==> src/rtl/tmds_video_sequencer_if.sv <==
// Encoder-facing bundle of the TMDS video sequencer: data enable, per-channel
// control pairs, guard-band select and the look-ahead pixel request.
interface tmds_video_sequencer_if;
  logic        de;
  logic [1:0]  ch0_ctrl;
  logic [1:0]  ch1_ctrl;
  logic [1:0]  ch2_ctrl;
  logic        vgb;
  logic        pix_req;
  logic [11:0] pix_x;
  logic [11:0] pix_y;
  logic        sof;

  modport master (
    output de, ch0_ctrl, ch1_ctrl, ch2_ctrl, vgb, pix_req, pix_x, pix_y, sof
  );

  modport slave (
    input de, ch0_ctrl, ch1_ctrl, ch2_ctrl, vgb, pix_req, pix_x, pix_y, sof
  );
endinterface

==> src/rtl/tmds_video_sequencer.sv <==
// Video timing generator driving three TMDS encoders, with optional HDMI video
// preamble and leading guard band ahead of every active line.
module tmds_video_sequencer #(
  parameter int H_ACTIVE  = 640,
  parameter int H_FP      = 16,
  parameter int H_SYNC    = 96,
  parameter int H_BP      = 48,
  parameter int V_ACTIVE  = 480,
  parameter int V_FP      = 10,
  parameter int V_SYNC    = 2,
  parameter int V_BP      = 33,
  parameter int HSYNC_POL = 0,
  parameter int VSYNC_POL = 0,
  parameter int HDMI_MODE = 1
) (
  input  logic clk,
  input  logic reset,
  tmds_video_sequencer_if.master bus
);

  localparam int H_TOTAL = H_ACTIVE + H_FP + H_SYNC + H_BP;
  localparam int V_TOTAL = V_ACTIVE + V_FP + V_SYNC + V_BP;

  localparam logic [11:0] L_HACT      = 12'(H_ACTIVE);
  localparam logic [11:0] L_HACT_M1   = 12'(H_ACTIVE - 1);
  localparam logic [11:0] L_FRONT_END = 12'(H_ACTIVE + H_FP - 1);
  localparam logic [11:0] L_SYNC_END  = 12'(H_ACTIVE + H_FP + H_SYNC - 1);
  localparam logic [11:0] L_PRE_M1    = 12'(H_TOTAL - 11);
  localparam logic [11:0] L_PRE_END   = 12'(H_TOTAL - 3);
  localparam logic [11:0] L_HTOT_M1   = 12'(H_TOTAL - 1);
  localparam logic [11:0] L_VACT      = 12'(V_ACTIVE);
  localparam logic [11:0] L_VACT_M1   = 12'(V_ACTIVE - 1);
  localparam logic [11:0] L_VTOT_M1   = 12'(V_TOTAL - 1);
  localparam logic [11:0] L_VS_START  = 12'(V_ACTIVE + V_FP);
  localparam logic [11:0] L_VS_END    = 12'(V_ACTIVE + V_FP + V_SYNC);
  localparam logic        L_HPOL      = 1'(HSYNC_POL);
  localparam logic        L_VPOL      = 1'(VSYNC_POL);
  localparam logic        L_HDMI      = (HDMI_MODE != 0);
  localparam logic        L_BP_TIGHT  = (H_BP == 10);

  typedef enum logic [2:0] {
    S_ACTIVE, S_FRONT, S_SYNC, S_BACK, S_PREAMBLE, S_GUARD
  } state_t;

  state_t      r_state, w_nextState;
  logic [11:0] r_h, r_v;
  logic [11:0] w_nh, w_nv, w_nnh, w_nnv;
  logic        w_preLine, w_nextPixReq;

  logic        r_de, r_hsync, r_vsync, r_vgb, r_pixReq, r_sof;
  logic [1:0]  r_ch1;
  logic [11:0] r_pixX, r_pixY;

  // r_h/r_v is the position currently on the outputs; the outputs are
  // registered from the successor, and pix_req looks one position further.
  always_comb begin
    w_nh  = (r_h == L_HTOT_M1) ? 12'd0 : r_h + 12'd1;
    w_nv  = r_v;
    if (r_h == L_HTOT_M1) w_nv = (r_v == L_VTOT_M1) ? 12'd0 : r_v + 12'd1;
    w_nnh = (w_nh == L_HTOT_M1) ? 12'd0 : w_nh + 12'd1;
    w_nnv = w_nv;
    if (w_nh == L_HTOT_M1) w_nnv = (w_nv == L_VTOT_M1) ? 12'd0 : w_nv + 12'd1;
    w_nextPixReq = (w_nnh < L_HACT) && (w_nnv < L_VACT);
    w_preLine    = L_HDMI && ((r_v == L_VTOT_M1) || (r_v < L_VACT_M1));
  end

  always_comb begin
    w_nextState = r_state;
    case (r_state)
      S_ACTIVE:   if (r_h == L_HACT_M1) w_nextState = S_FRONT;
      S_FRONT:    if (r_h == L_FRONT_END) w_nextState = S_SYNC;
      S_SYNC:
        if (r_h == L_SYNC_END)
          w_nextState = (w_preLine && L_BP_TIGHT) ? S_PREAMBLE : S_BACK;
      S_BACK:
        if (w_preLine && (r_h == L_PRE_M1)) w_nextState = S_PREAMBLE;
        else if (r_h == L_HTOT_M1)          w_nextState = S_ACTIVE;
      S_PREAMBLE: if (r_h == L_PRE_END) w_nextState = S_GUARD;
      S_GUARD:    if (r_h == L_HTOT_M1) w_nextState = S_ACTIVE;
      default:    w_nextState = S_FRONT;
    endcase
  end

  // Reset parks the counters at the start of FRONT on the last line so the
  // first line after release always gets a complete preamble and guard band.
  always_ff @(posedge clk) begin
    if (reset) begin
      r_state  <= S_FRONT;
      r_h      <= L_HACT;
      r_v      <= L_VTOT_M1;
      r_de     <= 1'b0;
      r_hsync  <= ~L_HPOL;
      r_vsync  <= ~L_VPOL;
      r_ch1    <= 2'b00;
      r_vgb    <= 1'b0;
      r_pixReq <= 1'b0;
      r_pixX   <= 12'd0;
      r_pixY   <= 12'd0;
      r_sof    <= 1'b0;
    end else begin
      r_state  <= w_nextState;
      r_h      <= w_nh;
      r_v      <= w_nv;
      r_de     <= (w_nextState == S_ACTIVE) && (w_nv < L_VACT);
      r_hsync  <= (w_nextState == S_SYNC) ? L_HPOL : ~L_HPOL;
      r_vsync  <= ((w_nv >= L_VS_START) && (w_nv < L_VS_END)) ? L_VPOL : ~L_VPOL;
      r_ch1    <= (w_nextState == S_PREAMBLE) ? 2'b01 : 2'b00;
      r_vgb    <= (w_nextState == S_GUARD);
      r_pixReq <= w_nextPixReq;
      if (w_nextPixReq) begin
        r_pixX <= w_nnh;
        r_pixY <= w_nnv;
      end
      r_sof    <= (w_nextState == S_ACTIVE) && (w_nh == 12'd0) && (w_nv == 12'd0);
    end
  end

  assign bus.de       = r_de;
  assign bus.ch0_ctrl = {r_vsync, r_hsync};
  assign bus.ch1_ctrl = r_ch1;
  assign bus.ch2_ctrl = 2'b00;
  assign bus.vgb      = r_vgb;
  assign bus.pix_req  = r_pixReq;
  assign bus.pix_x    = r_pixX;
  assign bus.pix_y    = r_pixY;
  assign bus.sof      = r_sof;

endmodule

==> src/flat_wrapper.sv <==
// flat-port wrapper written by rule: the top's interface ports become plain ports
module tmds_video_sequencer_flat 
#(
  parameter int H_ACTIVE  = 640,
  parameter int H_FP      = 16,
  parameter int H_SYNC    = 96,
  parameter int H_BP      = 48,
  parameter int V_ACTIVE  = 480,
  parameter int V_FP      = 10,
  parameter int V_SYNC    = 2,
  parameter int V_BP      = 33,
  parameter int HSYNC_POL = 0,
  parameter int VSYNC_POL = 0,
  parameter int HDMI_MODE = 1
)
  (clk, reset, bus_de, bus_ch0_ctrl, bus_ch1_ctrl, bus_ch2_ctrl, bus_vgb, bus_pix_req, bus_pix_x, bus_pix_y, bus_sof);
  tmds_video_sequencer_if bus_i ();
  input  logic clk;
  input  logic reset;
  output wire logic [$bits(bus_i.de)-1:0] bus_de;
  output wire logic [$bits(bus_i.ch0_ctrl)-1:0] bus_ch0_ctrl;
  output wire logic [$bits(bus_i.ch1_ctrl)-1:0] bus_ch1_ctrl;
  output wire logic [$bits(bus_i.ch2_ctrl)-1:0] bus_ch2_ctrl;
  output wire logic [$bits(bus_i.vgb)-1:0] bus_vgb;
  output wire logic [$bits(bus_i.pix_req)-1:0] bus_pix_req;
  output wire logic [$bits(bus_i.pix_x)-1:0] bus_pix_x;
  output wire logic [$bits(bus_i.pix_y)-1:0] bus_pix_y;
  output wire logic [$bits(bus_i.sof)-1:0] bus_sof;
  assign bus_de = bus_i.de;
  assign bus_ch0_ctrl = bus_i.ch0_ctrl;
  assign bus_ch1_ctrl = bus_i.ch1_ctrl;
  assign bus_ch2_ctrl = bus_i.ch2_ctrl;
  assign bus_vgb = bus_i.vgb;
  assign bus_pix_req = bus_i.pix_req;
  assign bus_pix_x = bus_i.pix_x;
  assign bus_pix_y = bus_i.pix_y;
  assign bus_sof = bus_i.sof;
  tmds_video_sequencer #(.H_ACTIVE(H_ACTIVE), .H_FP(H_FP), .H_SYNC(H_SYNC), .H_BP(H_BP), .V_ACTIVE(V_ACTIVE), .V_FP(V_FP), .V_SYNC(V_SYNC), .V_BP(V_BP), .HSYNC_POL(HSYNC_POL), .VSYNC_POL(VSYNC_POL), .HDMI_MODE(HDMI_MODE)) u_core (.clk(clk), .reset(reset), .bus(bus_i));
endmodule
==> config.mk <==
export PLATFORM = sky130hd
export DESIGN_NAME = tmds_video_sequencer_flat
export DESIGN_NICKNAME = d
export VERILOG_FILES = /design/src/rtl/tmds_video_sequencer_if.sv /design/src/rtl/tmds_video_sequencer.sv /design/src/flat_wrapper.sv
export SDC_FILE = /design/constraint.sdc
export NUM_CORES = 1
export LEC_CHECK = 0
export CAP_MARGIN = 25
export CELL_PAD_IN_SITES_DETAIL_PLACEMENT = 0
export CELL_PAD_IN_SITES_GLOBAL_PLACEMENT = 1
export CORE_MARGIN = 2
export CORE_UTILIZATION = 47
export DETAILED_ROUTE_END_ITERATION = 7
export PLACE_DENSITY = 0.93
export SYNTH_ARGS = -nofsm -noshare
export SYNTH_HDL_FRONTEND = slang
export SYNTH_SLANG_ARGS = --single-unit
export TNS_END_PERCENT = 5
==> constraint.sdc <==
create_clock -name clk -period 10.2 [get_ports clk]
set_input_delay 1.02 -clock clk [delete_from_list [all_inputs] [get_ports clk]]
set_output_delay 1.02 -clock clk [all_outputs]
set_load 0.01 [all_outputs]
==> results of run 1 <==
-- layer usage --
layer	up-vias	track usage [%]	wire length, um
met2	105	37.5	4590
li1	1682	-	-
met1	1651	34.1	4770
met3	14	3.75	457
met5	-	0	0
met4	0	9.66	232
-- worst register-to-register path, stage by stage, from the launching register on --
cell      delay (ns)
dfxtp_1         0.62
ha_1            0.46
nand3_1         0.37
or3_1           0.66
o21ai_0         0.42
ha_1            0.39
o21ai_0         0.25
xnor2_1         0.19
a22o_1          0.18
a311oi_2        0.16
nor3_4          0.52
buf_8           0.24
mux2_1          0.33
-- cell families after synthesis --
logic type,Yosys count
other,1
and+or+nand+nor,230
buffers and inverters,45
muxes,15
xor gates and xnor gates,34
DFF,58
AOI/OAI and AO/OA,67
adders and majority gates,8
-- layout make-up --
type | instances | area share, %
clock buffers | 11 | 3.25
clock inverters | 5 | 1.24
inverters | 14 | 1.21
multi-input cells | 357 | 57.0
flip-flops and latches | 58 | 26.7
well taps | 102 | 2.93
repair buffers | 34 | 7.76
-- through the flow --
stage	cells	hold WS [ns]
floorplan	460	0.489
global placement	564	0.463
detailed placement	564	0.463
CTS	580	0.477
global route	581	0.484
finish	581	0.474
-- power by group through the flow --
stage	sequential [uW]	clock, uW	combinational [uW]
after floorplan	234	0	18.9
after detailed placement	237	0	20.9
after global placement	237	0	20.9
after CTS	232	219	21.0
after global routing	233	226	23.2
final	232	214	20.9
-- worst paths after layout --
check / startpoint / end / slack (ns) / cells past startpoint
hold / removal: u_core.bus.pix_x[11] / u_core.bus.pix_x[11] / 0.47 / 1
setup reg to reg: u_core.r_h[0] / u_core.bus.pix_y[5] / 5.29 / 12
hold reg to reg: u_core.bus.pix_x[11] / u_core.bus.pix_x[11] / 0.47 / 1
setup / recovery: u_core.r_h[0] / u_core.bus.pix_y[5] / 5.29 / 12
-- state kept, by name, summed over array words and instances (netlist names), 3 cells and up --
name and flops:
u_core.bus.pix_x 12, u_core.bus.pix_y 12, u_core.r_h 12, u_core.r_v 12, u_core.r_state 3
-- Yosys cell counts (all sizes together), types with 3 or more instances --
cell and count:
nor4 11, nor3b 8, and4 3, nand4 17
xor2 9, nor2b 12, or3 5, and3 8
nand2 27, a31oi 9, mux2i 8, o31ai 4
or3b 3, dfxtp 58, a21oi 10, o21ai 13
nand2b 15, or2 7, mux2 7, a311oi 4
or4 5, nor3 20, nand3b 4, clkbuf 15
ha 8, inv 14, and2 9, buf 16
nor2 37, o211ai 4, nor4b 3, xnor2 25
nand3 27
==> metrics.txt, run 1 <==
grt ovf 0; Final Hold Vio Count 0; routability congestion estimate 0.901; setup ws final 5.29 ns; IO buf count 32; Critical Path Sink Type register; cell area after synthesis 0.00384 mm2; CP max stage delay 0.66 ns; Net Sw Frac 24.3%; setup TNS 0 ns; cells along the critical path ha_1, nand3_1, or3_1, o21ai_0, ha_1, o21ai_0, xnor2_1, a22o_1, a311oi_2, nor3_4, buf_8, mux2_1; Overall Power 467 uW; Ys Warns 0; post-DP HPWL 7390 um; I/O pins 36; Clk pin slew, worst setup/hold paths 0.07 ns; Register Area 0.00116 mm2; WS Path Type register to register; worst-path maximum fanout 16; clk buf depth 2; Synth area leaders dfxtp_1 (30%), xnor2_1 (5.7%), nor2_1 (3.6%); Vias/cell 5.94; Sink Count 58; Worst Tran Pin Value 0.760 ns; vias in the first global route 3,241; WP data arrival 5.14 ns; pwr dens 107 mW/mm2; multiplexer area fraction after synthesis 4.14%; Die X 94.4 um; Slew HR 48.8%; Synth Area in Simple Gates 37.0%; Power Internal 353 uW; slowest library cell on the worst path or3_1; Synth cell types 77; Residual DRC 0; Routed WL per cell 17.3 um; dpl ws 5.08 ns; Synth Area in Adders 2.61%; Post-synth EDFFs 0; post-synthesis xor/xnor area fraction 7.95%; worst hold path type register to register; total net switching power 114 uW; CTS tree yes; multi-input logic area 0.00248 mm2; min cycle time layout 4.91 ns; Setup Skew 0.0113 ns; Post-CTS Setup Bufs 0; number of DRC markers in iteration 0 248; leading area contributor after synthesis dfxtp_1; Max VDD drop 0.0563 mV; Final ANT Viol Nets 0; pin count of the biggest net entering global routing 66; Most used DFF post-synth dfxtp_1; commonest non-fill, non-tap cell in the layout dfxtp_1; Tot GR Track Use 24.3%; largest family of logic cells by synthesized area simple AND/OR/NAND/NOR gates; Fill cells 747; core area 0.00781 mm2; Post-Synthesis Cells 458; Worst Path Buf+Inv 1; Pre-antenna DRT Iters 5; routed vias 3,452; Clk Latency, worst-skew pair 0.34 ns; first-pass GRT wire length 16,800 um; diode count 0; Total Routed Length 10,000 um; Post-synth ARST share 0%; fin util 55.8%; Sequential Power Share 49.7%; Starting Density 49.2%; period utilization 48.1%; initial antenna violation count 0; clock root buffer clkbuf_8; hold buffer count at CTS 0; Placement Cell Area 0.00414 mm2; setup violators final 0; achievable frequency 204 MHz; max_cap viols 0; Comb pwr share 4.5%; status finished, final reports clean; Crit path required time 10.43 ns; Area Growth Syn to Fin 13.3%; Yosys reg bits 58; share of cells above drive strength 1 10.6%; # rows 32; family with the most delay on the worst path simple AND/OR/NAND/NOR gates; RSZ-0062 raised after global routing false; Max H-tree Level 3; Die Ht 94.4 um; Lkg Pwr 0.00151 uW; Seq/Total Area, Yosys 30.2%; post-synthesis area per instance 8.39 um2; nets@finish 484; Final Cell Area 0.00435 mm2; post_cts resized 0; Num CTS Buffers 9; top-area cell type share of the netlist area 30.2%; clock network power share 45.8%; CP Launch Type register; Compound-Gate Fraction of Synth Area 12.6%; Die ar. 0.00891 mm2; most frequent cells in the layout dfxtp_1 (58), nor2_1 (37), clkdlybuf4s50_1 (31); Max Slew Vio Count 0
Note: power is estimated with default switching activity, not from simulation.
==> run 2: changes to the inputs <==
--- a/config.mk
+++ b/config.mk
@@ -9,9 +9,9 @@
 export CELL_PAD_IN_SITES_DETAIL_PLACEMENT = 0
 export CELL_PAD_IN_SITES_GLOBAL_PLACEMENT = 1
 export CORE_MARGIN = 2
-export CORE_UTILIZATION = 47
+export CORE_UTILIZATION = 44
 export DETAILED_ROUTE_END_ITERATION = 7
-export PLACE_DENSITY = 0.93
+export PLACE_DENSITY = 0.89
 export SYNTH_ARGS = -nofsm -noshare
 export SYNTH_HDL_FRONTEND = slang
 export SYNTH_SLANG_ARGS = --single-unit
==> constraint.sdc (replaced) <==
create_clock -name clk -period 5.08 [get_ports clk]
set_input_delay 0.508 -clock clk [delete_from_list [all_inputs] [get_ports clk]]
set_output_delay 0.508 -clock clk [all_outputs]
set_load 0.01 [all_outputs]
==> run 2 against run 1 <==
- combinational power up 110%
- clock-buffer cell count fell by 2
- register-to-register slack worse by 4.8 ns
- critical path type unchanged
- sequential share of layout area fell by 0.66 points
- largest cell class unchanged
- critical endpoint is now u_core.bus.pix_y[7]
==> metrics.txt, run 2 (same netlist as run 1, synthesis figures left out) <==
pin count of the biggest net entering global routing 66 (unchanged); # rows 34 (+6.3%); CTS tree yes; RR Startpoint u_core.r_h[0]; M3 GR Usage 5.04% (+1.3 points); hold path depth 2 (+1); fin cells 593 (+2.1%); first-pass GRT wire length 17,400 um (+3.7%); Overall Power 1060 uW (+130%); IO buf count 32 (unchanged); CP Launch Type register; core area 0.00859 mm2 (+10%); Pre-antenna DRT Iters 5 (unchanged); met2 capacity usage during global routing 35.7% (-1.8 points); status finished, final reports clean; slowest library cell on the worst path dfxtp_1; I/O pins 36 (unchanged); Vias/cell 5.93 (-0.26%); WP data arrival 4.87 ns (-0.27 ns); R2R Setup Slk 0.50 ns (-4.80 ns); Setup Skew 0.00527 ns (-0.00605 ns); routed vias 3,514 (+1.8%); Placement Cell Area 0.00420 mm2 (+1.3%); most frequent cells in the layout dfxtp_1 (58), nor2_1 (37), clkdlybuf4s50_1 (31); Die X 97.5 um (+3.2%); Die ar. 0.00950 mm2 (+6.5%); worst hold path type primary input to register; placed cell count 576 (+2.1%); RSZ-0062 raised after global routing false; setup TNS 0 ns (unchanged); post_cts resized 0 (unchanged); Max VDD drop 0.147 mV (+160%); share of cells above drive strength 1 12.0% (+1.3 points); period utilization 90.2% (+42 points); Final ANT Viol Nets 0 (unchanged); WS Path Type register to register; Worst Setup SP u_core.r_h[0]; hold wc startpoint reset; pwr dens 237 mW/mm2 (+120%); Slew HR 46.6% (-2.2 points); Die Ht 97.5 um (+3.2%); reg2reg end u_core.bus.pix_y[7]; Sink Count 58 (unchanged); clk buf depth 2 (unchanged); commonest non-fill, non-tap cell in the layout dfxtp_1; reg2reg path depth 13 (+1); Final Hold Vio Count 0 (unchanged); nets@finish 490 (+1.2%); Worst Path Buf+Inv 1 (unchanged); Final Cell Area 0.00447 mm2 (+2.6%); Max H-tree Level 3 (unchanged); worst-path maximum fanout 16 (unchanged); initial antenna violation count 0 (unchanged); setup ws final 0.496 ns (-4.80 ns); vias in the first global route 3,370 (+4.0%); Lkg Pwr 0.00156 uW (+3.7%); Post-CTS Setup Bufs 0 (unchanged); CP max stage delay 0.62 ns (-0.04 ns); Worst Tran Pin Value 0.798 ns (+0.0376 ns); Max Slew Vio Count 0 (unchanged); Critical Path Sink Type register; setup violators final 0 (unchanged); Residual DRC 0 (unchanged); min cycle time layout 4.58 ns (-0.323 ns); number of DRC markers in iteration 0 218 (-12%); achievable frequency 218 MHz (+7.0%); family with the most delay on the worst path simple AND/OR/NAND/NOR gates; grt ovf 0 (unchanged); Num CTS Buffers 9 (unchanged); Tot GR Track Use 22.7% (-1.6 points); diode count 0 (unchanged); post-DP HPWL 7490 um (+1.3%); routability congestion estimate 0.921 (+2.3%); Total Routed Length 10,500 um (+4.1%); met1 GRT Util 30.9% (-3.2 points); hold endpoint u_core.bus.pix_y[0]; CP most frequent cell ha_1; Clk Latency, worst-skew pair 0.35 ns (about the same); Routed WL per cell 17.6 um (+1.9%); Starting Density 44.7% (-4.5 points); Clk pin slew, worst setup/hold paths 0.08 ns (about the same); Crit path required time 5.36 ns (-5.07 ns); most used routing layer met2; cells along the critical path ha_1, nand3_1, or3_1, nand2_1, o21ai_0, ha_1, and4_1, o211a_1, a32oi_2, or3b_4, nor3_4, buf_4, mux2i_1; dpl ws 0.551 ns (-4.53 ns); clock root buffer clkbuf_8; Area Growth Syn to Fin 16.2%; hold buffer count at CTS 0 (unchanged); max_cap viols 0 (unchanged)
run 2: cell count changes in the layout (fill, tap and decap cells not counted):
cell       previous run  this run
inv_6                 0         1
clkbuf_8             10         9
clkinv_2              3         0
buf_4                 1         7
buf_8                 1         0
clkinv_4              1         3
buf_12                0         1
clkbuf_1              1         0
bufinv_16             1         3
run 2: worst max-delay path by stage:
stage          cells past startpoint  slack [ns]                   to
6_report                          13        0.50  u_core.bus.pix_y[7]
5_1_grt                           12        0.02  u_core.bus.pix_y[3]
4_1_cts                           13        0.51  u_core.bus.pix_y[7]
3_5_place_dp                      13        0.55  u_core.bus.pix_y[7]
3_3_place_gp                      12        0.80  u_core.bus.pix_x[1]
2_1_floorplan                     14        1.36  u_core.bus.pix_x[5]
run 2: area by class of cell:
class                           instances  area (um2)
Fill cell                             821        4130
Multi-Input combinational cell        357        2480
Sequential cell                        58        1160
Timing Repair Buffer                   40         388
Tap cell                              108         135
Clock inverter                          7         125
Clock buffer                            9         124
Inverter                               14        52.6
run 2: through the flow:
stage / utilization (%) / hold WS [ns]
after floorplan: - / 0.489
after global placement: 48.8 / 0.463
after detailed placement: 48.8 / 0.465
after CTS: 51.7 / 0.476
after global routing: 52.0 / 0.497
final: 52.0 / 0.466
run 2: power by group:
part | internal [uW] | total (uW) | switching (uW)
clock network | 330 | 549 | 219
registers | 457 | 466 | 8.76
logic | 14.7 | 43.2 | 28.4
total | 802 | 1060 | 256
run 2: layer usage:
metal	part of all wire, %	wire [um]
met5	0	0
met4	2.9	302
met1	46	4800
met3	5.5	570
met2	46	4780
==> run 3: changes to the inputs <==
--- a/config.mk
+++ b/config.mk
@@ -9,9 +9,10 @@
 export CELL_PAD_IN_SITES_DETAIL_PLACEMENT = 0
 export CELL_PAD_IN_SITES_GLOBAL_PLACEMENT = 1
 export CORE_MARGIN = 2
-export CORE_UTILIZATION = 44
+export CORE_UTILIZATION = 45
+export CTS_BUF_LIST = sky130_fd_sc_hd__clkbuf_2 sky130_fd_sc_hd__clkbuf_4 sky130_fd_sc_hd__clkbuf_8
 export DETAILED_ROUTE_END_ITERATION = 7
-export PLACE_DENSITY = 0.89
+export PLACE_DENSITY = 0.9
 export SYNTH_ARGS = -nofsm -noshare
 export SYNTH_HDL_FRONTEND = slang
 export SYNTH_SLANG_ARGS = --single-unit
==> run 3 against run 2 <==
- via count is 1.3% higher
- utilization grew 1.7 points
- die area fell by 2.1%
- sequential power about the same
- cell count decreased by 0.34%
- wire length shrank 3.5%
- sequential cell count did not move
- highest routed layer unchanged
==> metrics.txt, run 3 (same netlist as run 1, synthesis figures left out) <==
status finished, final reports clean; Max H-tree Level 3 (unchanged); clock root buffer clkbuf_8; RSZ-0062 raised after global routing false; fin cells 591 (-0.34%); Clk pin slew, worst setup/hold paths 0.07 ns (about the same); Sink Count 58 (unchanged); Area Growth Syn to Fin 15.3%; Max Slew Vio Count 0 (unchanged); Starting Density 46.5% (+1.8 points); R2R Setup Slk 0.58 ns (+0.08 ns); Die X 96.4 um (-1.1%); vias in the first global route 3,185 (-5.5%); Clk Latency, worst-skew pair 0.34 ns (about the same); cells along the critical path ha_1, nand3_1, buf_4, or3_1, o21ai_0, ha_1, o21ai_0, xnor2_1, a22o_1, a311oi_2, nor3_4, buf_4, mux2i_1; Slew HR 36.6% (-10 points); Pre-antenna DRT Iters 5 (unchanged); hold path depth 2 (unchanged); Tot GR Track Use 22.8% (+0.12 points); most frequent cells in the layout dfxtp_1 (58), nor2_1 (37), clkdlybuf4s50_1 (31); achievable frequency 222 MHz (+1.8%); slowest library cell on the worst path dfxtp_1; clk buf depth 2 (unchanged); Final ANT Viol Nets 0 (unchanged); met1 GRT Util 31.8% (+0.92 points); Total Routed Length 10,100 um (-3.5%); grt ovf 0 (unchanged); Fin Hold WS 0.469 ns (+0.00292 ns); placed cell count 575 (-0.17%); Fill cells 809 (-1.5%); CP Launch Type register; routed vias 3,558 (+1.3%); crit path to u_core.bus.pix_y[7]; initial antenna violation count 0 (unchanged); setup TNS 0 ns (unchanged); Worst Setup SP u_core.r_h[0]; CTS tree yes; met2 capacity usage during global routing 33.0% (-2.7 points); Setup Skew 0.0111 ns (+0.00578 ns); Max VDD drop 0.146 mV (-0.66%); # rows 33 (-2.9%); nets@finish 491 (+0.20%); WP data arrival 4.77 ns (-0.10 ns); core area 0.00826 mm2 (-3.9%); WS Path Type register to register; setup violators final 0 (unchanged); pwr dens 225 mW/mm2 (-5.1%); reg2reg path depth 13 (unchanged); Crit path required time 5.35 ns (about the same); post-DP HPWL 7330 um (-2.1%); Die ar. 0.00929 mm2 (-2.1%); number of DRC markers in iteration 0 450 (+110%); max_cap viols 0 (unchanged); Worst Tran Pin Value 0.941 ns (+0.143 ns); pin count of the biggest net entering global routing 66 (unchanged); Die Ht 96.4 um (-1.1%); diode count 0 (unchanged); Post-CTS Setup Bufs 0 (unchanged); CP max stage delay 0.62 ns (about the same); min cycle time layout 4.50 ns (-0.0813 ns); fin util 53.7% (+1.7 points); Critical Path Sink Type register; RR Startpoint u_core.r_h[0]; I/O pins 36 (unchanged); first-pass GRT wire length 16,200 um (-7.2%); share of cells above drive strength 1 12.1% (+0.18 points); Final Hold Vio Count 0 (unchanged); hold buffer count at CTS 0 (unchanged); routability congestion estimate 0.900 (-2.3%); worst-path maximum fanout 16 (unchanged); Routed WL per cell 17.1 um (-3.2%); commonest non-fill, non-tap cell in the layout dfxtp_1; period utilization 88.6% (-1.6 points); Num CTS Buffers 9 (unchanged); Residual DRC 0 (unchanged); IO buf count 32 (unchanged); Lkg Pwr 0.00155 uW (-0.75%); worst hold path type register to register; M3 GR Usage 5.04% (+0.0067 points); post_cts resized 0 (unchanged); reg2reg end u_core.bus.pix_y[7]; Vias/cell 6.02 (+1.6%); most used routing layer met2
run 3: changes by cell type in the layout (fill, tap and decap cells not counted):
cell | before | now
inv_6 | 1 | 0
bufinv_16 | 3 | 2
buf_4 | 7 | 9
clkbuf_8 | 9 | 10
clkbuf_4 | 0 | 1
clkinv_4 | 3 | 0
buf_12 | 1 | 0
clkinv_2 | 0 | 2
clkinvlp_4 | 0 | 1
run 3: worst min-delay path by stage:
stage | start | endpoint | slack (ns)
final | u_core.bus.pix_y[4] | u_core.bus.pix_y[4] | 0.47
after global routing | u_core.bus.pix_y[9] | u_core.bus.pix_y[9] | 0.49
after CTS | u_core.bus.pix_y[9] | u_core.bus.pix_y[9] | 0.47
after detailed placement | u_core.bus.pix_y[4] | u_core.bus.pix_y[4] | 0.46
after global placement | u_core.bus.pix_x[9] | u_core.bus.pix_x[9] | 0.46
after floorplan | u_core.bus.pix_x[4] | u_core.bus.pix_x[4] | 0.49
run 3: cell type report:
| class | instances | area, um2 | area share [%] |
|---|---|---|---|
| clock buffers | 11 | 145 | 3.28 |
| multi-input cells | 357 | 2480 | 56.0 |
| well taps | 105 | 131 | 2.97 |
| inverters | 14 | 52.6 | 1.19 |
| repair buffers | 41 | 383 | 8.64 |
| clock inverters | 5 | 77.6 | 1.75 |
| flip-flops and latches | 58 | 1160 | 26.2 |
run 3: worst max-delay path, delay by kind of cell, from the launching register on:
family	cells	cell delay, ns
XOR/XNOR	1	0.18
flip-flops	1	0.62
multiplexers	1	0.20
adder cells (fa/ha/maj)	2	0.65
AO/OA/AOI/OAI	4	1.08
AND/OR/NAND/NOR	3	1.19
buffers and inverters	2	0.52
run 3: power by group:
part           total [uW]  internal, uW  switching [uW]
Sequential            466           457            8.77
Combinational        42.6          13.9            28.7
Clock                 487           293             194
run 3: per-stage QoR:
step           instance area (um2)  worst slack [ns]  power, uW
6_report                      4430             0.577        996
5_1_grt                       4430             0.263       1030
4_1_cts                       4430             0.595       1010
3_5_place_dp                  4210             0.617        518
3_3_place_gp                  4210             0.876        518
2_1_floorplan                 3850              1.36        509
run 3: metal layers:
layer	wire length, um	vias up	share of wire [%]
met2	4430	147	44
met4	357	0	3.5
met1	4590	1676	46
met3	699	30	6.9
li1	-	1705	-
met5	0	-	0
